[src/rtl/mimosa_pkg.sv]
// Constants shared by the stimulus front end and the mood regulators.
package mimosa_pkg;

    localparam int N_STIM_DEFAULT = 7;
    localparam int DEB_CNT_W      = 4;
    localparam int TICK_DIV_W     = 16;

endpackage

[src/rtl/debounce_channel.sv]
// One stimulus channel: 2-flop synchronizer, debouncer, rise detector and a
// sticky event flag that survives until the next tick.
module debounce_channel
    import mimosa_pkg::*;
#(
    parameter int DEBOUNCE_CYCLES = 4
) (
    input  logic clk,
    input  logic rst_n,
    input  logic stim_raw,
    input  logic tick,
    output logic stim_level,
    output logic stim_rise,
    output logic stim_event
);

    localparam logic [DEB_CNT_W-1:0] CNT_LAST = DEB_CNT_W'(DEBOUNCE_CYCLES - 1);

    logic                 sync1_q, sync1_d;
    logic                 sync2_q, sync2_d;
    logic [DEB_CNT_W-1:0] cnt_q, cnt_d;
    logic                 level_q, level_d;
    logic                 rise_q, rise_d;
    logic                 event_q, event_d;

    always_comb begin
        sync1_d = stim_raw;
        sync2_d = sync1_q;
        cnt_d   = cnt_q;
        level_d = level_q;
        rise_d  = 1'b0;

        if (sync2_q == level_q) begin
            cnt_d = '0;
        end else if (cnt_q == CNT_LAST) begin
            level_d = sync2_q;
            rise_d  = sync2_q;
            cnt_d   = '0;
        end else begin
            cnt_d = cnt_q + 1'b1;
        end

        // A rise wins over tick so a press landing on the tick opens the next window.
        event_d = event_q;
        if (rise_q) begin
            event_d = 1'b1;
        end else if (tick) begin
            event_d = 1'b0;
        end
    end

    // NOTE: sequential state uses non-blocking assignments so every flop
    // samples the pre-edge value of its neighbours.
    always_ff @(posedge clk) begin
        if (!rst_n) begin
            sync1_q <= 1'b0;
            sync2_q <= 1'b0;
            cnt_q   <= '0;
            level_q <= 1'b0;
            rise_q  <= 1'b0;
            event_q <= 1'b0;
        end else begin
            sync1_q <= sync1_d;
            sync2_q <= sync2_d;
            cnt_q   <= cnt_d;
            level_q <= level_d;
            rise_q  <= rise_d;
            event_q <= event_d;
        end
    end

    assign stim_level = level_q;
    assign stim_rise  = rise_q;
    assign stim_event = event_q;

endmodule

[src/rtl/stimulus_conditioner.sv]
// Stimulus front end: per-channel debounce/event latches plus the mood tick.
// Define TICK_EXT_EN to take the tick from the tick_in pin instead of the divider.
module stimulus_conditioner
    import mimosa_pkg::*;
#(
    parameter int N_STIM          = N_STIM_DEFAULT,
    parameter int DEBOUNCE_CYCLES = 4,
    parameter int TICK_DIV        = 16
) (
    input  logic              clk,
    input  logic              rst_n,
    input  logic [N_STIM-1:0] stim_raw,
`ifdef TICK_EXT_EN
    input  logic              tick_in,
`endif
    output logic [N_STIM-1:0] stim_level,
    output logic [N_STIM-1:0] stim_rise,
    output logic [N_STIM-1:0] stim_event,
    output logic              tick
);

    logic tick_q, tick_d;

`ifdef TICK_EXT_EN
    logic tin_s1_q, tin_s1_d;
    logic tin_s2_q, tin_s2_d;
    logic tin_prev_q, tin_prev_d;

    always_comb begin
        tin_s1_d   = tick_in;
        tin_s2_d   = tin_s1_q;
        tin_prev_d = tin_s2_q;
        tick_d     = tin_s2_q & ~tin_prev_q;
    end

    always_ff @(posedge clk) begin
        if (!rst_n) begin
            tin_s1_q   <= 1'b0;
            tin_s2_q   <= 1'b0;
            tin_prev_q <= 1'b0;
            tick_q     <= 1'b0;
        end else begin
            tin_s1_q   <= tin_s1_d;
            tin_s2_q   <= tin_s2_d;
            tin_prev_q <= tin_prev_d;
            tick_q     <= tick_d;
        end
    end
`else
    localparam logic [TICK_DIV_W-1:0] DIV_LAST = TICK_DIV_W'(TICK_DIV - 1);

    logic [TICK_DIV_W-1:0] div_q, div_d;

    always_comb begin
        tick_d = (div_q == DIV_LAST);
        div_d  = tick_d ? '0 : div_q + 1'b1;
    end

    always_ff @(posedge clk) begin
        if (!rst_n) begin
            div_q  <= '0;
            tick_q <= 1'b0;
        end else begin
            div_q  <= div_d;
            tick_q <= tick_d;
        end
    end
`endif

    for (genvar i = 0; i < N_STIM; i++) begin : g_ch
        debounce_channel #(
            .DEBOUNCE_CYCLES(DEBOUNCE_CYCLES)
        ) u_ch (
            .clk       (clk),
            .rst_n     (rst_n),
            .stim_raw  (stim_raw[i]),
            .tick      (tick_q),
            .stim_level(stim_level[i]),
            .stim_rise (stim_rise[i]),
            .stim_event(stim_event[i])
        );
    end

    assign tick = tick_q;

endmodule
[config.mk]
export PLATFORM = sky130hd
export DESIGN_NAME = stimulus_conditioner
export DESIGN_NICKNAME = d
export VERILOG_FILES = /design/src/rtl/mimosa_pkg.sv /design/src/rtl/debounce_channel.sv /design/src/rtl/stimulus_conditioner.sv
export SDC_FILE = /design/constraint.sdc
export NUM_CORES = 1
export LEC_CHECK = 0
export BUFFER_PORTS_ARGS = -buffer_cell sky130_fd_sc_hd__buf_2
export CAP_MARGIN = 20
export CORE_AREA = 5 5 92 77
export DETAILED_ROUTE_END_ITERATION = 10
export DIE_AREA = 0 0 97 82
export HOLD_SLACK_MARGIN = 0.06
export PLACE_DENSITY = 0.7
export SLEW_MARGIN = 20
export SYNTH_ARGS = -nofsm -noshare
export SYNTH_HDL_FRONTEND = slang
export SYNTH_HIERARCHICAL = 1
export SYNTH_SLANG_ARGS = --single-unit
[constraint.sdc]
create_clock -name clk -period 1.3 [get_ports clk]
set_input_delay 0.26 -clock clk [delete_from_list [all_inputs] [get_ports clk]]
set_output_delay 0.26 -clock clk [all_outputs]
set_load 0.03 [all_outputs]
==> results of run 1 <==
registers in the layout, indices dropped and copies added, names as in the netlist:
signal,flops
g_ch.u_ch/stim_event,7
tick,1
g_ch.u_ch/cnt_q,28
g_ch.u_ch/stim_rise,7
g_ch.u_ch/sync2_q,7
div_q,16
g_ch.u_ch/sync1_q,7
g_ch.u_ch/stim_level,7
worst register-to-register path: stages, from the launching register on:
cell	delay, ns
dfxtp_4	0.36
buf_4	0.13
nand2_2	0.12
nor4_4	0.34
xnor2_1	0.18
nor2_2	0.06
Yosys cell counts, drive strengths merged:
library cell | number | area share
and3 | 2 | 0.0042
ha | 8 | 0.034
nor4 | 7 | 0.026
xor2 | 17 | 0.050
and2 | 14 | 0.030
nand2 | 12 | 0.015
nor2 | 45 | 0.060
xnor2 | 18 | 0.053
or3b | 7 | 0.027
o21a | 7 | 0.018
mux2i | 7 | 0.024
dfxtp | 80 | 0.54
nor3 | 11 | 0.019
nor2b | 14 | 0.030
nand4 | 6 | 0.020
inv | 10 | 0.013
and4 | 1 | 0.0030
nand3 | 17 | 0.029
buf | 1 | 0.0025
worst max path at each step:
stage / start / to / slack, ns / cells past startpoint
global route: div_q[5] / div_q[7] / -0.05 / 5
global placement: div_q[0] / div_q[14] / -0.003 / 5
CTS: div_q[0] / div_q[8] / 0.002 / 6
detailed placement: div_q[1] / div_q[14] / -0.09 / 5
finish: div_q[2] / div_q[13] / 0.002 / 5
floorplan: div_q[0] / div_q[14] / 0.01 / 6
final cells by class:
type                       count  area, sq um  area share
timing repair buffer          62          430       0.109
sequential                    80         1650       0.418
inverter                      10         37.5     0.00952
tap                           84          105      0.0267
clock inverter                 4         76.3      0.0194
clock buffer                  12          155      0.0394
multi-input combinational    193         1490       0.378
what timing repair did:
action                                  CTS  global route
buffers inserted                          2             6
endpoints found under the setup margin   17            47
gates resized for setup                  21            53
pin swaps                                 6            14
cell families after synthesis:
group / Yosys count / synth area share
fa+ha+maj: 8 / 0.0339
flops: 80 / 0.543
compound gates: 7 / 0.0178
buf+inv: 11 / 0.0153
simple gates: 136 / 0.262
xor+xnor: 35 / 0.104
mux: 7 / 0.0238
power groups by stage:
stage | logic, mW | clock network, mW | registers (mW)
2_1_floorplan | 0.0576 | 0 | 2.56
3_3_place_gp | 0.120 | 0 | 2.56
3_5_place_dp | 0.123 | 0 | 2.56
4_1_cts | 0.128 | 2.11 | 2.51
5_1_grt | 0.163 | 2.24 | 2.50
6_report | 0.145 | 2.05 | 2.50
per-layer routing:
metal / up-vias / track usage
met4: 0 / 0.0870
li1: 1089 / -
met2: 43 / 0.238
met1: 1006 / 0.177
met3: 11 / 0.0552
met5: - / 0
metrics by stage:
| step | hold WS, ns | TNS, ns | area [sq um] | power (mW) |
|---|---|---|---|---|
| 2_1_floorplan | 0.378 | 0 | 2960 | 2.62 |
| 3_3_place_gp | 0.415 | -0.00331 | 3390 | 2.68 |
| 3_5_place_dp | 0.419 | -0.589 | 3390 | 2.69 |
| 4_1_cts | 0.0925 | 0 | 3730 | 4.75 |
| 5_1_grt | 0.0921 | -0.630 | 3940 | 4.90 |
| 6_report | 0.113 | 0 | 3940 | 4.70 |
==> metrics.md, run 1 <==
| Metric | Value |
|---|---|
| DP HPWL | roughly 3600 um |
| Fraction of layout cells with a size suffix above 1 | 0.402 |
| Buffers on Ports | 30 |
| Max-cap violations | 0 |
| Met1 wire length | approximately 2500 um |
| Top Layer Used | met4 |
| WHS Endpoint | g_ch[6].u_ch/sync1_q |
| Initial Util | 0.480 |
| RSZ-0062 raised after global routing | true |
| Worst-margin pin slew | approximately 0.27 ns |
| Post-cts hold buffer count | 0 |
| Cell family with most CP delay | simple AND/OR/NAND/NOR gates |
| Die H | roughly 80 um |
| Rows | 26 |
| Depth of the worst hold-timing path | 2 |
| # H-tree levels | 3 |
| Worst R2R Start | div_q[2] |
| Area of the die | 7950 sq um |
| Synthesized flop and latch total | 80 |
| Number of global-route vias before repair | roughly 2000 |
| Crit-path max cell delay | about 0.36 ns |
| Crit start category | register |
| Met2 wire len | approximately 2900 um |
| Sequential fraction of design power | 0.532 |
| Switching power total | 0.960 mW |
| Vias | ~2100 |
| Status | completed |
| Final Setup Violations | 0 |
| Root buffer cell | clkbuf_8 |
| First-pass DRT Iterations | 4 |
| Commonest cells after routing, fill and taps aside | dfxtp_1, nor2_1, buf_2, buf_4, dfxtp_2 |
| Initial antenna violation count | 0 |
| Mapped Avg Cell Area | ~10 sq um |
| Setup crit end kind | register |
| Yosys cell types | 24 |
| Switching share of total power | 0.204 |
| Cell Area, Synth | ~2900 sq um |
| Die width | 97 um |
| GPL Wtd Cong | approximately 0.84 |
| Synth warnings | 6 |
| Clock Latency Late Sink | between 0.3 and 0.4 ns |
| Cell total after placement | 421 |
| Core area | a little over 6000 sq um |
| Worst reg-to-reg setup slack | 0.002 ns |
| Synthesized Nets | between 300 and 400 |
| Fin nets | about 370 |
| Crit Reg-Reg Endpoint | div_q[13] |
| CP Class | reg -> reg |
| Clk buf depth | 2 |
| Reg clk slew, reported paths | roughly 0.08 ns |
| First-pass GRT wire length | ~9400 um |
| Fin crit period | 1.30 ns |
| Int Power | around 3.7 mW |
| Post-synthesis sequential area ratio | 0.543 |
| Critical Path AT | between 1.5 and 2 ns |
| Num CTS Buffers | 9 |
| Clk network pwr share | 0.437 |
| Residual DRC | 0 |
| Hold path start | stim_raw[6] |
| Fillers | between 400 and 500 |
| Clk sinks | 80 |
| Most common cell after layout, fill and taps aside | dfxtp_1 |
| Max Fclk | 770 MHz |
| # IOs | 31 |
| Clk_skew | around 0.011 ns |
| Largest net degree at the start of global routing | 31 |
| PwrDens | between 1000 and 1500 nW/um^2 |
| Cells after Synth | roughly 280 |
| Crit-path cells | buf_4, nand2_2, nor4_4, xnor2_1, nor2_2 |
| Fin. max-slew vios | 0 |
| Setup ws final | ~0.0021 ns |
| Post-route ant nets | 0 |
| FF-to-FF path depth | 5 |
| CTS tree | done |
| CP max FO | 5 |
| Rel. slew slack | 0.819 |
| Leak pwr | between 1.5 and 2 nW |
| Overflow after GRT | 0 |
| Hold Path Class | in -> reg |
| Fin crit share | 0.998 |
| Pre-CTS setup slack | -0.0933 ns |
| Overall Global Routing Usage | 0.150 |
| Vias per cell | slightly below 5 |
| Logic pwr share | 0.031 |
| Worst endpoint required time | between 1.5 and 2 ns |
| Layout Utilization | 0.641 |
| Peak VDD IR | 0.717 mV |
| Starting DRT DRC Count | 77 |
| P&R area growth vs syn | 33.7% |
| Final non-filler cell total | 445 |
| Hold Vio Cnt, Final | 0 |
| WL/cell | approximately 13 um |
| Detailed Route WL | around 5800 um |
| N_diodes | 0 |
| Met3 wire length | 251 um |
| Slowest cell on crit path | dfxtp_4 |
| WP buf/inv | 1 |
No activity file was read; power rests on OpenSTA's default activity.
==> run 2, diff against run 1 <==
--- a/config.mk
+++ b/config.mk
@@ -8,6 +8,7 @@
 export BUFFER_PORTS_ARGS = -buffer_cell sky130_fd_sc_hd__buf_2
 export CAP_MARGIN = 20
 export CORE_AREA = 5 5 92 77
+export CTS_BUF_LIST = sky130_fd_sc_hd__clkbuf_16
 export DETAILED_ROUTE_END_ITERATION = 10
 export DIE_AREA = 0 0 97 82
 export HOLD_SLACK_MARGIN = 0.06
==> run 2 against run 1 <==
The flow now finishes with violations (setup timing). Global-route usage fell by 0.67 points. Design area rose by 0.57%. Highest routed layer unchanged. Total power rose by 12%. Wire length fell by 6.1%. Critical path type unchanged. Sequential power barely moved. Via count fell by 2.6%. Count of clock-buffer cells in the layout fell by 3.
==> metrics.md, run 2 (synthesis results as in run 1) <==
| Metric | Value |
|---|---|
| Crit start category | register |
| WP buf/inv | 1 |
| Largest net degree at the start of global routing | 31 |
| Cell total after placement | between 400 and 500 |
| Initial Util | 0.480 |
| Num CTS Buffers | 9 |
| Leak pwr | ~1.7 nW |
| CP Class | reg -> reg |
| Fin. max-slew vios | 0 |
| Fin crit share | 1.05 |
| Max reg flops | 28 |
| Vias per cell | around 4.7 |
| First-pass GRT wire length | 9010 um |
| Critical Path AT | 1.58 ns |
| Initial antenna violation count | 0 |
| CP max FO | 3 |
| Reg with most FFs | g_ch.u_ch/cnt_q |
| WL/cell | between 10 and 15 um |
| PwrDens | 1320 nW/um^2 |
| Power Total | roughly 5.2 mW |
| Buffers on Ports | 30 |
| Crit-path max cell delay | 0.36 ns |
| Vias | around 2100 |
| Worst-margin pin slew | approximately 0.33 ns |
| Cell family with most CP delay | simple AND/OR/NAND/NOR gates |
| Reg clk slew, reported paths | 0.06 ns |
| # IOs | 31 |
| Global routing usage on met1 | 0.176 |
| Hold Path Class | in -> reg |
| Number of global-route vias before repair | 1969 |
| Final non-filler cell total | 442 |
| DP HPWL | between 3000 and 4000 um |
| # H-tree levels | 3 |
| Fin crit period | ~1.4 ns |
| Clk_skew | 0.00528 ns |
| Rel. slew slack | 0.776 |
| Post-cts hold buffer count | 0 |
| Starting DRT DRC Count | between 80 and 90 |
| Fraction of layout cells with a size suffix above 1 | 0.380 |
| Overflow after GRT | 0 |
| GPL Wtd Cong | between 0.8 and 0.9 |
| Clk sinks | 80 |
| Fin nets | 370 |
| Top Usage Layer GRT | met2 |
| Max-cap violations | 0 |
| Crit-path cells | buf_4, nand4_1, nor3_1, xnor2_1, nor2_2 |
| Failing checks | setup timing |
| Final TNS setup | -0.284 ns |
| Global-route met3 utilization | 0.0475 |
| Die width | 97 um |
| Core area | ~6100 sq um |
| Hold Vio Cnt, Final | 0 |
| Fillers | 480 |
| Detailed Route WL | roughly 5400 um |
| Clock Latency Late Sink | around 0.33 ns |
| Worst endpoint required time | between 1.5 and 2 ns |
| Setup crit end kind | register |
| Max Fclk | between 700 and 800 MHz |
| Commonest cells after routing, fill and taps aside | dfxtp_1, nor2_1, buf_2, buf_4, xnor2_1 |
| Clk buf depth | 2 |
| First-pass DRT Iterations | 4 |
| Die H | 82 um |
| Peak VDD IR | roughly 0.9 mV |
| Residual DRC | 0 |
| Root buffer cell | clkbuf_16 |
| RSZ-0062 raised after global routing | true |
| Final Setup Violations | 11 |
| Most common cell after layout, fill and taps aside | dfxtp_1 |
| Rows | 26 |
| N_diodes | 0 |
| Slowest cell on crit path | dfxtp_2 |
| Setup ws final | -0.0659 ns |
| Area of the die | 7950 sq um |
| Status | complete, but fails checks |
| Biggest regs | g_ch.u_ch/cnt_q (28), div_q (16) |
| Overall Global Routing Usage | 0.143 |
| Final hold slack | about 0.13 ns |
| P&R area growth vs syn | 34.5% |
| Met2 usage | 0.227 |
| CTS tree | done |
| Post-route ant nets | 0 |
| Layout Utilization | 0.645 |
==> run 2: cell count changes in the layout (fill, tap and decap cells not counted), moves of 3 or more <==
cell and delta:
nor2_4 +3, dfxtp_1 +6, dfxtp_2 -4, clkbuf_8 -11
buf_6 -3, nor2_1 -3, clkbuf_16 +9
==> run 2: final cells by class <==
cell class / instances / area [sq um] / share of cell area
Clock buffer: 9 / 225 / 0.0568
Clock inverter: 7 / 87.6 / 0.0221
Inverter: 10 / 37.5 / 0.00947
Multi-Input combinational cell: 193 / 1470 / 0.372
Sequential cell: 80 / 1640 / 0.413
Tap cell: 84 / 105 / 0.0265
Timing Repair Buffer: 59 / 399 / 0.101
==> run 2: per-layer routing <==
metal  wire length, um  share of wire  up-vias
met3               204          0.038        9
met5                 0              0        -
li1                  -              -     1085
met2              2670           0.49       28
met1              2460           0.45      972
met4                95          0.018        0
==> run 2: worst reg2reg max path, stage by stage, from the launching register on <==
cell,delay (ns)
dfxtp_2,0.36
buf_4,0.14
nand4_1,0.17
nor3_1,0.36
xnor2_1,0.18
nor2_2,0.05
==> run 2: path summary, 6_finish.rpt <==
check	start	to	slack, ns	cells after the start
max	div_q[4]	div_q[12]	-0.07	5
min	stim_raw[1]	g_ch[1].u_ch/sync1_q	0.13	2
max reg2reg	div_q[4]	div_q[12]	-0.07	5
min reg2reg	g_ch[4].u_ch/cnt_q[0]	g_ch[4].u_ch/cnt_q[0]	0.41	1
==> run 2: report_power, final <==
group	leakage [nW]	total (mW)	internal [mW]	switching (mW)
logic	0.889	0.154	0.0808	0.0734
clock network	0.152	2.58	1.66	0.915
registers	0.659	2.51	2.48	0.0256
==> run 2: stage by stage <==
step / setup slack, ns / instance area [sq um]
2_1_floorplan: 0.0129 / 2960
3_3_place_gp: -0.00331 / 3390
3_5_place_dp: -0.0933 / 3390
4_1_cts: -0.0166 / 3760
5_1_grt: -0.106 / 3970
6_report: -0.0659 / 3970
==> run 2: timing repair <==
item                       in CTS  in global routing
hold endpoints to repair        0                  0
resized for setup               9                 55
buffers inserted                1                  4
setup endpoints to repair      18                 40
pin swaps                       5                 23
==> run 3, diff against run 2 <==
--- a/config.mk
+++ b/config.mk
@@ -7,10 +7,10 @@
 export LEC_CHECK = 0
 export BUFFER_PORTS_ARGS = -buffer_cell sky130_fd_sc_hd__buf_2
 export CAP_MARGIN = 20
-export CORE_AREA = 5 5 92 77
+export CORE_AREA = 5 5 83 85
 export CTS_BUF_LIST = sky130_fd_sc_hd__clkbuf_16
 export DETAILED_ROUTE_END_ITERATION = 10
-export DIE_AREA = 0 0 97 82
+export DIE_AREA = 0 0 88 90
 export HOLD_SLACK_MARGIN = 0.06
 export PLACE_DENSITY = 0.7
 export SLEW_MARGIN = 20
==> run 3 against run 2 <==
The run still ends with setup timing left. Hold slack better by 0.0041 ns. Sequential power hardly changed. Die area fell by 0.43%. Setup slack improved by 0.022 ns. Design area increased by 1.3%. Wire length up 6.4%. Highest routed layer unchanged. Via count is 3.3% higher. Critical path depth increased by 1. Register-to-register slack improved by 0.02 ns. Core utilization increased by 0.99 points. Sequential share of layout area shrank 0.79 points. First-iteration DRC count rose by 23%.
==> metrics.md, run 3 (synthesis results as in run 1) <==
| Metric | Value |
|---|---|
| Crit-path cells | ha_4, and3_4, nand4_1, nand2_2, clkbuf_16, nor2_2 |
| Num CTS Buffers | 9 |
| Detailed Route WL | 5780 um |
| RSZ-0062 raised after global routing | true |
| Post-cts hold buffer count | 0 |
| Post-route ant nets | 0 |
| Vias per cell | 4.94 |
| Critical Path AT | 1.56 ns |
| Final TNS setup | -0.273 ns |
| DP HPWL | between 3000 and 4000 um |
| Multi-input combinational cell area | 1520 sq um |
| Crit Reg-Reg Endpoint | div_q[13] |
| Status | complete, but fails checks |
| Hold Path Class | in -> reg |
| Area of the die | between 7000 and 8000 sq um |
| Final hold slack | 0.139 ns |
| Overflow after GRT | 0 |
| First-pass GRT wire length | a little over 9000 um |
| Max Fclk | between 700 and 800 MHz |
| Int Power | roughly 4.2 mW |
| Final non-filler cell total | between 400 and 500 |
| Rows | 29 |
| Register area | around 1600 sq um |
| CP max FO | 7 |
| Most common cell after layout, fill and taps aside | dfxtp_1 |
| Buffers on Ports | 30 |
| Fin nets | roughly 370 |
| Leak pwr | ~1.7 nW |
| Reg clk slew, reported paths | 0.06 ns |
| Overall Global Routing Usage | 0.142 |
| GPL Wtd Cong | 0.743 |
| Crit-path max cell delay | around 0.35 ns |
| P&R area growth vs syn | 36.1% |
| Fin crit period | roughly 1.3 ns |
| First-pass DRT Iterations | 4 |
| Residual DRC | 0 |
| Clk sinks | 80 |
| Worst R2R Start | div_q[0] |
| Fraction of layout cells with a size suffix above 1 | 0.402 |
| Clk network pwr share | 0.490 |
| Worst-margin pin slew | around 0.30 ns |
| Initial Util | 0.481 |
| Die width | approximately 88 um |
| Root buffer cell | clkbuf_16 |
| Setup ws final | -0.0444 ns |
| Crit start category | register |
| Sequential fraction of design power | 0.478 |
| Number of global-route vias before repair | about 2200 |
| Largest net degree at the start of global routing | 18 |
| # IOs | 31 |
| Peak VDD IR | a little over 0.7 mV |
| Biggest regs | g_ch.u_ch/cnt_q (28), div_q (16) |
| Switching share of total power | 0.195 |
| Core area | 6130 sq um |
| Clock Latency Late Sink | approximately 0.32 ns |
| Clk buf depth | 2 |
| Max reg flops | 28 |
| Switching power total | 1.03 mW |
| CTS tree | done |
| Setup crit end kind | register |
| Worst reg-to-reg setup slack | -0.04 ns |
| # H-tree levels | 3 |
| WHS Endpoint | g_ch[4].u_ch/sync1_q |
| Max-cap violations | 0 |
| Worst endpoint required time | 1.51 ns |
| N_diodes | 0 |
| FF-to-FF path depth | 6 |
| WL/cell | between 10 and 15 um |
| Initial antenna violation count | 0 |
| Layout Utilization | 0.655 |
| Failing checks | setup timing |
| Starting DRT DRC Count | 102 |
| Die H | 90 um |
| PwrDens | around 1300 nW/um^2 |
| CP Class | reg -> reg |
| Fillers | approximately 460 |
| Rel. slew slack | 0.802 |
| Vias | around 2200 |
| Reg with most FFs | g_ch.u_ch/cnt_q |
| Depth of the worst hold-timing path | 2 |
| Slowest cell on crit path | dfxtp_2 |
| Cell total after placement | 419 |
| Logic pwr share | 0.032 |
| Commonest cells after routing, fill and taps aside | dfxtp_1, nor2_1, buf_4, buf_2, dfxtp_2 |
| Final Setup Violations | 12 |
| Hold path start | stim_raw[4] |
| Clk_skew | about 0.0042 ns |
| Fin crit share | 1.03 |
| Fin. max-slew vios | 0 |
| Hold Vio Cnt, Final | 0 |
## run 3: cell types whose count changed in the layout (fill, tap and decap cells not counted), sizes merged
| cell | before | now |
|---|---|---|
| buf | 59 | 62 |
| clkbuf | 9 | 10 |
| clkinvlp | 1 | 3 |
| clkinv | 3 | 0 |
## run 3: stage by stage
stage               cell area (sq um)  power, mW  setup WS, ns
finish                           4020       5.26       -0.0444
global route                     4020       5.44        -0.115
CTS                              3760       5.28       0.00843
detailed placement               3420       2.69       -0.0239
global placement                 3420       2.69        0.0116
floorplan                        2960       2.62        0.0129
## run 3: worst max path at each step
stage	from	to	slack, ns	depth (start not counted)
floorplan	div_q[0]	div_q[14]	0.01	6
global placement	div_q[0]	div_q[14]	0.01	5
detailed placement	div_q[1]	div_q[12]	-0.02	5
CTS	g_ch[1].u_ch/cnt_q[0]	g_ch[1].u_ch/cnt_q[2]	0.008	4
global route	div_q[1]	div_q[13]	-0.11	6
finish	div_q[0]	div_q[13]	-0.04	6
## run 3: metal layers
layer,vias to the layer above,track usage,wire (um)
met5,-,0,0
met1,1030,0.166,2460
met4,0,0.0895,142
li1,1087,-,-
met3,13,0.0311,204
met2,34,0.229,2970
## run 3: cell type report
class	instances	area share
clock buffers	9	0.0561
clock inverters	6	0.0215
inverters	10	0.00935
multi-input cells	193	0.378
flip-flops and latches	80	0.405
well taps	77	0.0240
repair buffers	63	0.107
## run 3: what timing repair did
item | CTS | global route
buffers inserted | 0 | 3
pin swaps | 4 | 19
resized for setup | 7 | 55
cloned | 0 | 1
hold endpoints to repair | 0 | 0
endpoints found under the setup margin | 8 | 48
## run 3: worst max-delay path, delay by kind of cell, from the launching register on
family        cells  cell delay (ns)
buf+inv           1             0.19
fa+ha+maj         1             0.14
flops             1             0.35
simple gates      4             0.54
## run 3: power by group through the flow
stage | clock [mW] | sequential (mW) | combinational, mW
after global placement | 0 | 2.56 | 0.130
after global routing | 2.74 | 2.52 | 0.187
after floorplan | 0 | 2.56 | 0.0576
after CTS | 2.63 | 2.51 | 0.138
after detailed placement | 0 | 2.56 | 0.132
final | 2.58 | 2.51 | 0.169
